==> src/rtl/hazard_pkg.sv <==
// Shared types and helpers for the pipeline hazard controller.
package hazard_pkg;

  typedef enum logic [1:0] {
    FWD_RF = 2'b00,
    FWD_W  = 2'b01,
    FWD_M  = 2'b10
  } forward_sel_t;

  typedef enum logic [1:0] {
    RST_FLUSH,
    IDLE,
    BUSY
  } hz_state_t;

  // Operand source for one E-stage operand; M is younger than W so it wins, x0 is never forwarded.
  function automatic forward_sel_t fwd_select(
    input logic [4:0] rsE,
    input logic [4:0] rdM,
    input logic       regWriteM,
    input logic [4:0] rdW,
    input logic       regWriteW
  );
    forward_sel_t sel;
    sel = FWD_RF;
    if (regWriteM && (rdM != 5'd0) && (rdM == rsE)) begin
      sel = FWD_M;
    end else if (regWriteW && (rdW != 5'd0) && (rdW == rsE)) begin
      sel = FWD_W;
    end
    return sel;
  endfunction

  // Counter width able to hold n-1, never narrower than one bit.
  function automatic int unsigned cnt_width(input int unsigned n);
    return (n > 1) ? $clog2(n) : 1;
  endfunction

endpackage

==> src/rtl/md_stall_counter.sv <==
// Down-counter with load and zero flag; sequences mul/div and post-reset flush windows.
module md_stall_counter #(
  parameter int unsigned          WIDTH     = 3,
  parameter logic [WIDTH-1:0]     RESET_VAL = '0
) (
  input  logic             clk,
  input  logic             reset,
  input  logic             load,
  input  logic             dec,
  input  logic [WIDTH-1:0] load_val,
  output logic [WIDTH-1:0] count,
  output logic             zero
);

  // Load has priority over decrement; decrement stops at zero.
  always_ff @(posedge clk) begin
    if (reset) begin
      count <= RESET_VAL;
    end else if (load) begin
      count <= load_val;
    end else if (dec && (count != '0)) begin
      count <= count - WIDTH'(1);
    end
  end

  assign zero = (count == '0);

endmodule

==> src/rtl/pipeline_hazard_ctrl.sv <==
// Stall/flush/forward control for the 5-stage RV32I pipeline.
module pipeline_hazard_ctrl
  import hazard_pkg::*;
#(
  parameter int unsigned MD_LATENCY  = 8,
  parameter int unsigned RESET_FLUSH = 2,
  parameter int unsigned PERF_WIDTH  = 32
) (
  input  logic                  clk,
  input  logic                  reset,
  input  logic [4:0]            rs1D,
  input  logic [4:0]            rs2D,
  input  logic                  useRs1D,
  input  logic                  useRs2D,
  input  logic [4:0]            rs1E,
  input  logic [4:0]            rs2E,
  input  logic [4:0]            rdE,
  input  logic                  regWriteE,
  input  logic                  memReadE,
  input  logic                  mdStartE,
  input  logic                  branchTakenE,
  input  logic [4:0]            rdM,
  input  logic [4:0]            rdW,
  input  logic                  regWriteM,
  input  logic                  regWriteW,
  output logic                  stallF,
  output logic                  stallD,
  output logic                  stallE,
  output logic                  flushD,
  output logic                  flushE,
  output logic                  flushM,
  output logic [1:0]            forwardAE,
  output logic [1:0]            forwardBE,
  output logic                  mdBusy,
  output logic [PERF_WIDTH-1:0] stallCount
);

  localparam int unsigned MDW = cnt_width(MD_LATENCY);
  localparam int unsigned RFW = cnt_width(RESET_FLUSH);

  hz_state_t state, state_nxt;
  logic      md_zero, rf_zero;
  logic      load_use;
  logic [MDW-1:0] md_count;
  logic [RFW-1:0] rf_count;

  assign load_use = memReadE && regWriteE && (rdE != 5'd0) &&
                    ((useRs1D && (rs1D == rdE)) || (useRs2D && (rs2D == rdE)));

  // Mul/div occupancy: loaded when the op first reaches E, runs down while BUSY.
  md_stall_counter #(
    .WIDTH     (MDW),
    .RESET_VAL ('0)
  ) u_md_cnt (
    .clk      (clk),
    .reset    (reset),
    .load     ((state == IDLE) && mdStartE),
    .dec      (state == BUSY),
    .load_val (MDW'(MD_LATENCY - 2)),
    .count    (md_count),
    .zero     (md_zero)
  );

  // Post-reset flush window: preset by reset itself, runs down in RST_FLUSH.
  md_stall_counter #(
    .WIDTH     (RFW),
    .RESET_VAL (RFW'(RESET_FLUSH - 1))
  ) u_rf_cnt (
    .clk      (clk),
    .reset    (reset),
    .load     (1'b0),
    .dec      (state == RST_FLUSH),
    .load_val ('0),
    .count    (rf_count),
    .zero     (rf_zero)
  );

  // State register; reset always re-enters the flush window and abandons any mul/div.
  always_ff @(posedge clk) begin
    if (reset) begin
      state <= RST_FLUSH;
    end else begin
      state <= state_nxt;
    end
  end

  // Next state and stall/flush controls, priority RST_FLUSH > mul/div > branch > load-use.
  always_comb begin
    state_nxt = state;
    stallF    = 1'b0;
    stallD    = 1'b0;
    stallE    = 1'b0;
    flushD    = 1'b0;
    flushE    = 1'b0;
    flushM    = 1'b0;
    case (state)
      RST_FLUSH: begin
        stallF = 1'b1;
        flushD = 1'b1;
        flushE = 1'b1;
        flushM = 1'b1;
        if (rf_zero) state_nxt = IDLE;
      end
      BUSY: begin
        if (md_zero) begin
          state_nxt = IDLE;
        end else begin
          stallF = 1'b1;
          stallD = 1'b1;
          stallE = 1'b1;
          flushM = 1'b1;
        end
      end
      IDLE: begin
        if (mdStartE) begin
          stallF    = 1'b1;
          stallD    = 1'b1;
          stallE    = 1'b1;
          flushM    = 1'b1;
          state_nxt = BUSY;
        end else if (branchTakenE) begin
          flushD = 1'b1;
          flushE = 1'b1;
        end else if (load_use) begin
          stallF = 1'b1;
          stallD = 1'b1;
          flushE = 1'b1;
        end
      end
      default: state_nxt = RST_FLUSH;
    endcase
  end

  assign mdBusy    = (state == BUSY);
  assign forwardAE = fwd_select(rs1E, rdM, regWriteM, rdW, regWriteW);
  assign forwardBE = fwd_select(rs2E, rdM, regWriteM, rdW, regWriteW);

  // Saturating count of fetch-stall cycles.
  always_ff @(posedge clk) begin
    if (reset) begin
      stallCount <= '0;
    end else if (stallF && (stallCount != '1)) begin
      stallCount <= stallCount + PERF_WIDTH'(1);
    end
  end

endmodule

==> config.mk <==
export PLATFORM = sky130hd
export DESIGN_NAME = pipeline_hazard_ctrl
export DESIGN_NICKNAME = d
export VERILOG_FILES = /design/src/rtl/hazard_pkg.sv /design/src/rtl/md_stall_counter.sv /design/src/rtl/pipeline_hazard_ctrl.sv
export SDC_FILE = /design/constraint.sdc
export NUM_CORES = 1
export LEC_CHECK = 0
export CORE_ASPECT_RATIO = 0.6
export CORE_UTILIZATION = 42
export CTS_BUF_LIST = sky130_fd_sc_hd__clkbuf_8
export DETAILED_ROUTE_END_ITERATION = 16
export PLACE_DENSITY = 0.87
export SLEW_MARGIN = 10
export SYNTH_ARGS = -nofsm -noshare
export SYNTH_HDL_FRONTEND = slang
export SYNTH_SLANG_ARGS = --single-unit
==> constraint.sdc <==
create_clock -name clk -period 2.5 [get_ports clk]
set_input_delay 0.5 -clock clk [delete_from_list [all_inputs] [get_ports clk]]
set_output_delay 0.5 -clock clk [all_outputs]
set_load 0.005 [all_outputs]
==> run_results.csv, run 1 <==
group,metric,value,unit
run_status,outcome,"complete, but fails checks",
run_status,violations,"negative setup slack",
drt,wire_per_inst,19.9,um
global_route,gr-usage-met2,0.495,
sta,min_period,2.64,ns
clock_network,cts-buffers-inserted,5,
synth,syn_nets,359,
global_route,grtUsageMet3,0.0783,
drt,drt_pass1_iterations,5,
cells_and_area,layout.nets,500,
setup_path,crit_required,2.00,ns
drt,ant_nets,0,
cells_and_area,final_util,0.742,
cells_and_area,fillers,378,
sta,fmax,0.379,GHz
synth,synth_cell_type_count,46,
synth,yosysTopAreaCell,"dfxtp_1",
setup_path,critPathMaxStageDelay,0.42,ns
global_route,grt-busiest-layer,"met2",
global_route,use_met1,0.401,
cells_and_area,fin_cells,529,
synth,yosysSeqAreaShare,0.304,
clock_network,clockBufferDepth,2,
cells_and_area,final_cell_mix,"48 x clkdlybuf4s50_1, 48 x buf_4, 36 x dfxtp_1",
die,placementRows,21,
drt,drt-initial-drc-count,281,
synth,synth_top_cell_area_share,0.304,
setup_path,path_cells,"inv_4 > ha_4 > a221o_1 > a222oi_1 > buf_4 > nor2_1 > buf_2",
clock_network,cts_max_level,2,
global_route,grt_pass1_wl,14700,um
place,dp.cells,508,
global_route,grt_max_degree,30,
setup_path,critPathKind,"flip-flop to output pin",
sta,worst_slew_pin_slew,0.421,ns
sta,hold_viol,0,
clock_network,cts_tree,"done",
flow_run,max-cap-violations,0,
sta,fin_worst_skew,0.0119,ns
setup_path,cpMaxStageDelayCell,"a221o_1",
sta,relSlewSlack,0.719,
synth,synthTopCellsByArea,"dfxtp_1 30%, xor2_1 8.4%, a21oi_1 5.6%, o21ai_0 4.6%, or4_1 4.5%",
place,portBuffers,87,
power_and_ir_drop,cellPowerDensity,686,nW/um^2
cells_and_area,final_area,4190,um^2
drt,num_vias,3245,
global_route,grt_pass1_vias,2978,
synth,synth_edf_count,0,
place,gp_congestion,0.908,
cells_and_area,drive_gt1_frac,0.341,
global_route,track_usage,0.315,
die,die_x,102,um
global_route,grt-ovfl-total,0,
clock_network,clkLatencyLatePin,0.31,ns
setup_path,r2r_slack,-0.10,ns
sta,whs,0.467,ns
cells_and_area,antenna_cells,0,
drt,via_per_inst,6.13,
synth,ys_ff_latch,38,
die,die-area,6280,um^2
synth,syn_inst,307,
die,start_util,0.443,
clock_network,cts_sinks,38,
place,hpwl,6310,um
power_and_ir_drop,power.total,2.88,mW
synth,synthArstFlopShare,0,
cells_and_area,area_growth,67.5,%
sta,slew_violations,0,
sta,finalCritPeriodShare,1.05,
sta,rsz0062_at_grt,"true",
die,ioPinCount,88,
setup_path,worst-path-max-fanout,3,
hold_path,min_path_type,"flip-flop to flip-flop",
power_and_ir_drop,ir_drop,0.392,mV
synth,yosys_warnings,0,
global_route,antenna_found_initial,0,
setup_path,crit_path_start_kind,"flip-flop",
setup_path,worstPathArrival,2.14,ns
synth,synth_top_flop_cell,"dfxtp_1",
die,fp.dieH,61.8,um
clock_network,cts_root_buffer,"clkbuf_8",
clock_network,clk_pin_slew,0.08,ns
sta,setup_viol,24,
die,core,5650,um^2
setup_path,crit_path_end_kind,"output pin",
synth,syn_area,2500,um^2
drt,drt-total-wl,10500,um
place,placed_area,3750,um^2
drt,drc,0,
power_and_ir_drop,p_leak,1.60,nW
sta,timing.final.ws_setup,-0.137,ns
synth,syn_avg_cell_area,8.15,um^2
[cell usage after synthesis, types with 2 or more instances]
master	n
dfxtp_1	38
a21oi_1	28
xor2_1	24
o21ai_0	23
nand2_1	17
or3_1	17
or4_1	15
nand3_1	13
nor2_1	13
nand4_1	12
inv_1	10
xnor2_1	10
clkbuf_1	8
nor4_1	8
ha_1	7
nor2b_1	7
and4_1	6
nor3_1	5
o31ai_1	5
and3_1	4
a31o_2	2
a31oi_1	2
a32oi_1	2
and2_0	2
and2_1	2
buf_4	2
buf_6	2
mux2_1	2
nand2b_1	2
nor4_2	2
o211ai_1	2
[critical path: cells and delay by family, from the launching register on]
| kind | cells | cell delay [ns] |
|---|---|---|
| adder cells (fa/ha/maj) | 1 | 0.17 |
| AO/OA/AOI/OAI | 2 | 0.79 |
| buffers and inverters | 3 | 0.41 |
| flip-flops | 1 | 0.40 |
| AND/OR/NAND/NOR | 1 | 0.07 |
[cells by family (layout without fill, tap and decap cells)]
| family | after synthesis | count (layout) | share of synthesized area |
|---|---|---|---|
| mux | 3 | 3 | 0.0130 |
| compound gates | 74 | 74 | 0.177 |
| fa+ha+maj | 7 | 7 | 0.0350 |
| simple gates | 129 | 131 | 0.310 |
| xor+xnor | 34 | 34 | 0.119 |
| flops | 38 | 38 | 0.304 |
| buf+inv | 22 | 162 | 0.0420 |
[flip-flops by register name, summed over array words and instances (netlist names)]
register	cells
u_md_cnt.count	3
u_rf_cnt.count	1
state	2
stallCount	32
[layout make-up]
class | instances | area [um^2] | share of cell area
sequential | 38 | 768 | 0.183
multi-input combinational | 249 | 1940 | 0.463
inverter | 10 | 42.5 | 0.0101
timing repair buffer | 144 | 1230 | 0.293
clock inverter | 3 | 40.0 | 0.00955
clock buffer | 5 | 68.8 | 0.0164
tap | 80 | 100 | 0.0239
[routing by layer]
layer / up-vias / share of wire
li1: 1432 / -
met1: 1518 / 0.41
met2: 238 / 0.44
met3: 57 / 0.10
met4: 0 / 0.047
met5: - / 0
[metrics by stage]
| stage | TNS [ns] | setup slack (ns) |
|---|---|---|
| 2_1_floorplan | 0 | 0.118 |
| 3_3_place_gp | -15.94 | -0.641 |
| 3_5_place_dp | -19.24 | -0.720 |
| 4_1_cts | -0.0290 | -0.0290 |
| 5_1_grt | -2.82 | -0.192 |
| 6_report | -1.01 | -0.137 |
[where the power goes]
part | internal, mW | switching (mW)
combinational | 0.801 | 0.820
sequential | 0.657 | 0.0615
clock | 0.294 | 0.243
total | 1.75 | 1.12
[final timing paths]
path,from,endpoint,depth (start not counted)
hold reg to reg,u_rf_cnt.count$_SDFFE_PP1P_,u_rf_cnt.count$_SDFFE_PP1P_,1
setup reg to reg,u_md_cnt.count[1]$_SDFFE_PP0P_,stallCount[25]$_SDFFE_PP0P_,11
setup / recovery,state[1]$_SDFFE_PP0P_,stallF,7
hold / removal,u_rf_cnt.count$_SDFFE_PP1P_,u_rf_cnt.count$_SDFFE_PP1P_,1
[what timing repair did]
item | 4_1_cts | 5_1_grt
pin swaps | 35 | 34
hold buffers | 0 | 0
endpoints found under the hold margin | 0 | 0
cloned | 3 | 0
buffers inserted | 7 | 7
endpoints found under the setup margin | 36 | 32
gates resized for setup | 103 | 66
No activity file was read; power rests on OpenSTA's default activity.
==> inputs of run 2 (changes only) <==
--- a/config.mk
+++ b/config.mk
@@ -6,11 +6,12 @@
 export NUM_CORES = 1
 export LEC_CHECK = 0
 export CORE_ASPECT_RATIO = 0.6
-export CORE_UTILIZATION = 42
+export CORE_UTILIZATION = 43
 export CTS_BUF_LIST = sky130_fd_sc_hd__clkbuf_8
 export DETAILED_ROUTE_END_ITERATION = 16
-export PLACE_DENSITY = 0.87
+export PLACE_DENSITY = 0.88
 export SLEW_MARGIN = 10
 export SYNTH_ARGS = -nofsm -noshare
 export SYNTH_HDL_FRONTEND = slang
+export SYNTH_HIERARCHICAL = 1
 export SYNTH_SLANG_ARGS = --single-unit
==> run 2 against run 1 <==
Net effect: the run still ends with negative setup slack left; critical path type is now input port to output pin; global-route usage fell by 3.5 points; synthesized area rose by 4.5%; highest routed layer unchanged; sequential cell count did not move; die area rose by 2.0%; utilization fell by 3.9 points; non-clock buffer count fell by 15; first-iteration DRC count fell by 37%; setup slack improved by 0.079 ns; wire length fell by 12%; fmax rose by 3.1%; critical endpoint is now forwardAE[0]; hold slack improved by 0.042 ns; combinational power fell by 36%.
==> run_results.csv, run 2 <==
group,metric,value,unit
die,die_x,103,um
synth,synthArstFlopShare,0,
clock_network,cts_hold_buf,0,
drt,drt-total-wl,9330,um
sta,finalCritPeriodShare,1.02,
place,dp_slack,-0.723,ns
cells_and_area,final_cell_mix,"54 x clkdlybuf4s50_1, 39 x buf_4, 34 x a21oi_1, 34 x dfxtp_1, 27 x or4_1",
global_route,antenna_found_initial,0,
drt,via_per_inst,5.92,
hold_path,min_path_type,"flip-flop to flip-flop",
synth,syn_avg_cell_area,8.27,um^2
power_and_ir_drop,combPwrFrac,0.470,
hold_path,min_path_cells,2,
power_and_ir_drop,intPower,1.35,mW
sta,worst_slew_pin_slew,0.558,ns
sta,relSlewSlack,0.628,
setup_path,cpMostUsedCell,"nor4_4",
setup_path,cpMaxStageDelayCell,"clkdlybuf4s50_1",
setup_path,rr_worst_depth,11,
synth,syn_inst,316,
synth,synth_top_cell_area_share,0.291,
drt,num_vias,3077,
setup_path,cp.depth,7,
synth,synth_most_common_cell,"dfxtp_1",
setup_path,critical_path.top_delay_family,"buffers and inverters",
place,hpwl,6300,um
cells_and_area,layout.nets,491,
synth,synth_edf_count,0,
global_route,grt-ovfl-total,0,
die,ioPinCount,88,
cells_and_area,top_register,"stallCount",
synth,synthTopCellsByArea,"dfxtp_1 29%, or4_1 8.3%, o31ai_1 7.5%, a21oi_1 6.5%, xnor2_1 5.7%",
die,start_util,0.458,
setup_path,crit_path_end_kind,"output pin",
sta,setup_viol,2,
sta,fin_worst_skew,0.00743,ns
setup_path,r2r_slack,0.01,ns
power_and_ir_drop,p_sw,840,uW
synth,yosys_warnings,6,
run_status,outcome,"complete, but fails checks",
global_route,grt_pass1_wl,14000,um
synth,synthTopCellsByCount,"38 x dfxtp_1, 34 x a21oi_1, 29 x or4_1",
global_route,track_usage,0.280,
clock_network,cts_tree,"done",
power_and_ir_drop,p_leak,1.51,nW
cells_and_area,fillers,421,
sta,hold_viol,0,
die,placementRows,21,
setup_path,crit_required,2.00,ns
synth,synth_cell_type_count,45,
drt,ant_nets,0,
clock_network,clkLatencyLatePin,0.30,ns
place,gp_congestion,0.945,
clock_network,cts_root_buffer,"clkbuf_8",
cells_and_area,area_growth,53.3,%
drt,drt-initial-drc-count,176,
synth,yosysSeqAreaShare,0.291,
cells_and_area,drive_gt1_frac,0.211,
cells_and_area,top_regs,"stallCount: 32 flops, u_md_cnt/count: 3 flops, state: 2 flops",
place,portBuffers,87,
die,die-area,6400,um^2
global_route,grt_max_degree,33,
synth,synth_top_flop_cell,"dfxtp_1",
sta,timing.final.ws_setup,-0.0580,ns
setup_path,critPathKind,"input port to output pin",
run_status,violations,"negative setup slack",
clock_network,clockBufferDepth,2,
cells_and_area,antenna_cells,0,
clock_network,cts_sinks,38,
sta,whs,0.510,ns
power_and_ir_drop,seqPwrFrac,0.316,
global_route,grt_pass1_vias,2927,
sta,rsz0062_at_grt,"true",
clock_network,cts_max_level,2,
drt,wire_per_inst,17.9,um
die,fp.dieH,62.4,um
power_and_ir_drop,p_clk_frac,0.214,
sta,slew_violations,0,
setup_path,worst-path-max-fanout,2,
cells_and_area,largest_reg_flops,32,
drt,drt_pass1_iterations,4,
sta,min_period,2.56,ns
power_and_ir_drop,ir_drop,0.307,mV
setup_path,critPathBufInv,3,
sta,fmax,0.391,GHz
die,core,5700,um^2
setup_path,crit_path_start_kind,"input port",
cells_and_area,final_common_cell,"clkdlybuf4s50_1",
power_and_ir_drop,cellPowerDensity,548,nW/um^2
setup_path,critPathMaxStageDelay,0.53,ns
drt,drc,0,
setup_path,path_cells,"clkdlybuf4s50_1 > xnor2_1 > nand3_1 > nor4_4 > buf_4 > nor4_4 > buf_2",
setup_path,worstPathArrival,2.06,ns
synth,syn_area,2610,um^2
clock_network,cts-buffers-inserted,5,
flow_run,max-cap-violations,0,
clock_network,clk_pin_slew,0.09,ns
power_and_ir_drop,swShare,0.383,
synth,yosysTopAreaCell,"dfxtp_1",
synth,ys_ff_latch,38,
-- run 2: worst register-to-register path, stage by stage, from the launching register on --
cell and delay, ns:
dfxtp_2 0.33, inv_1 0.06, ha_4 0.17, ha_4 0.15, or2b_1 0.25, a31oi_1 0.19
buf_4 0.14, buf_4 0.10, a31oi_4 0.05, buf_4 0.21, or4_1 0.54, a21oi_1 0.21
-- run 2: layout make-up --
type                    instances  area, um^2  share of cell area
repair buffers                129        1130               0.283
clock buffers                   6        82.6              0.0206
flip-flops and latches         38         768               0.192
clock inverters                 2        12.5             0.00312
inverters                      13        48.8              0.0122
well taps                      80         100              0.0250
multi-input cells             252        1860               0.464
-- run 2: worst paths after layout --
path,start,endpoint
setup / recovery,rs1E[3],forwardAE[0]
hold / removal,stallCount[27]$_SDFFE_PP0P_,stallCount[27]$_SDFFE_PP0P_
setup reg to reg,u_md_cnt/count[1]$_SDFFE_PP0P_,stallCount[11]$_SDFFE_PP0P_
hold reg to reg,stallCount[27]$_SDFFE_PP0P_,stallCount[27]$_SDFFE_PP0P_
-- run 2: layer usage --
metal	track usage	wire length (um)	share of wire	vias up
li1	-	-	-	1434
met1	0.375	4180	0.45	1492
met2	0.456	4370	0.47	125
met3	0.0604	502	0.054	26
met4	0.0696	275	0.029	0
met5	0	0	0	-
-- run 2: per-stage QoR --
| stage | area [um^2] | std cells | TNS (ns) | utilization | power (mW) |
|---|---|---|---|---|---|
| after floorplan | 2630 | 320 | 0 | - | 1.20 |
| after global placement | 3770 | 504 | -8.53 | 0.662 | 1.59 |
| after detailed placement | 3770 | 504 | -12.16 | 0.662 | 1.63 |
| after CTS | 3930 | 518 | -0.0782 | 0.689 | 2.09 |
| after global routing | 4010 | 520 | -0.185 | 0.703 | 2.30 |
| final | 4010 | 520 | -0.0829 | 0.703 | 2.19 |
-- run 2: cell families (layout without fill, tap and decap cells) --
logic type,after synthesis,in the layout,share of synthesized area
multiplexers,2,2,0.00862
AND/OR/NAND/NOR,129,129,0.315
XOR/XNOR,31,31,0.104
adder cells (fa/ha/maj),7,7,0.0335
AO/OA/AOI/OAI,77,77,0.194
flip-flops,38,38,0.291
buffers and inverters,30,150,0.0517
other,2,6,0.00287
-- run 2: power by group through the flow --
stage	registers (mW)	logic (mW)	clock network, mW
global placement	0.695	0.890	0
detailed placement	0.698	0.934	0
floorplan	0.688	0.516	0
finish	0.694	1.03	0.469
global route	0.699	1.10	0.500
CTS	0.689	0.940	0.463
-- run 2: timing repair --
| action | CTS | global route |
|---|---|---|
| setup endpoints to repair | 26 | 27 |
| gates cloned | 0 | 0 |
| pin swaps | 18 | 9 |
| resized for setup | 59 | 31 |
| buffers inserted | 6 | 2 |
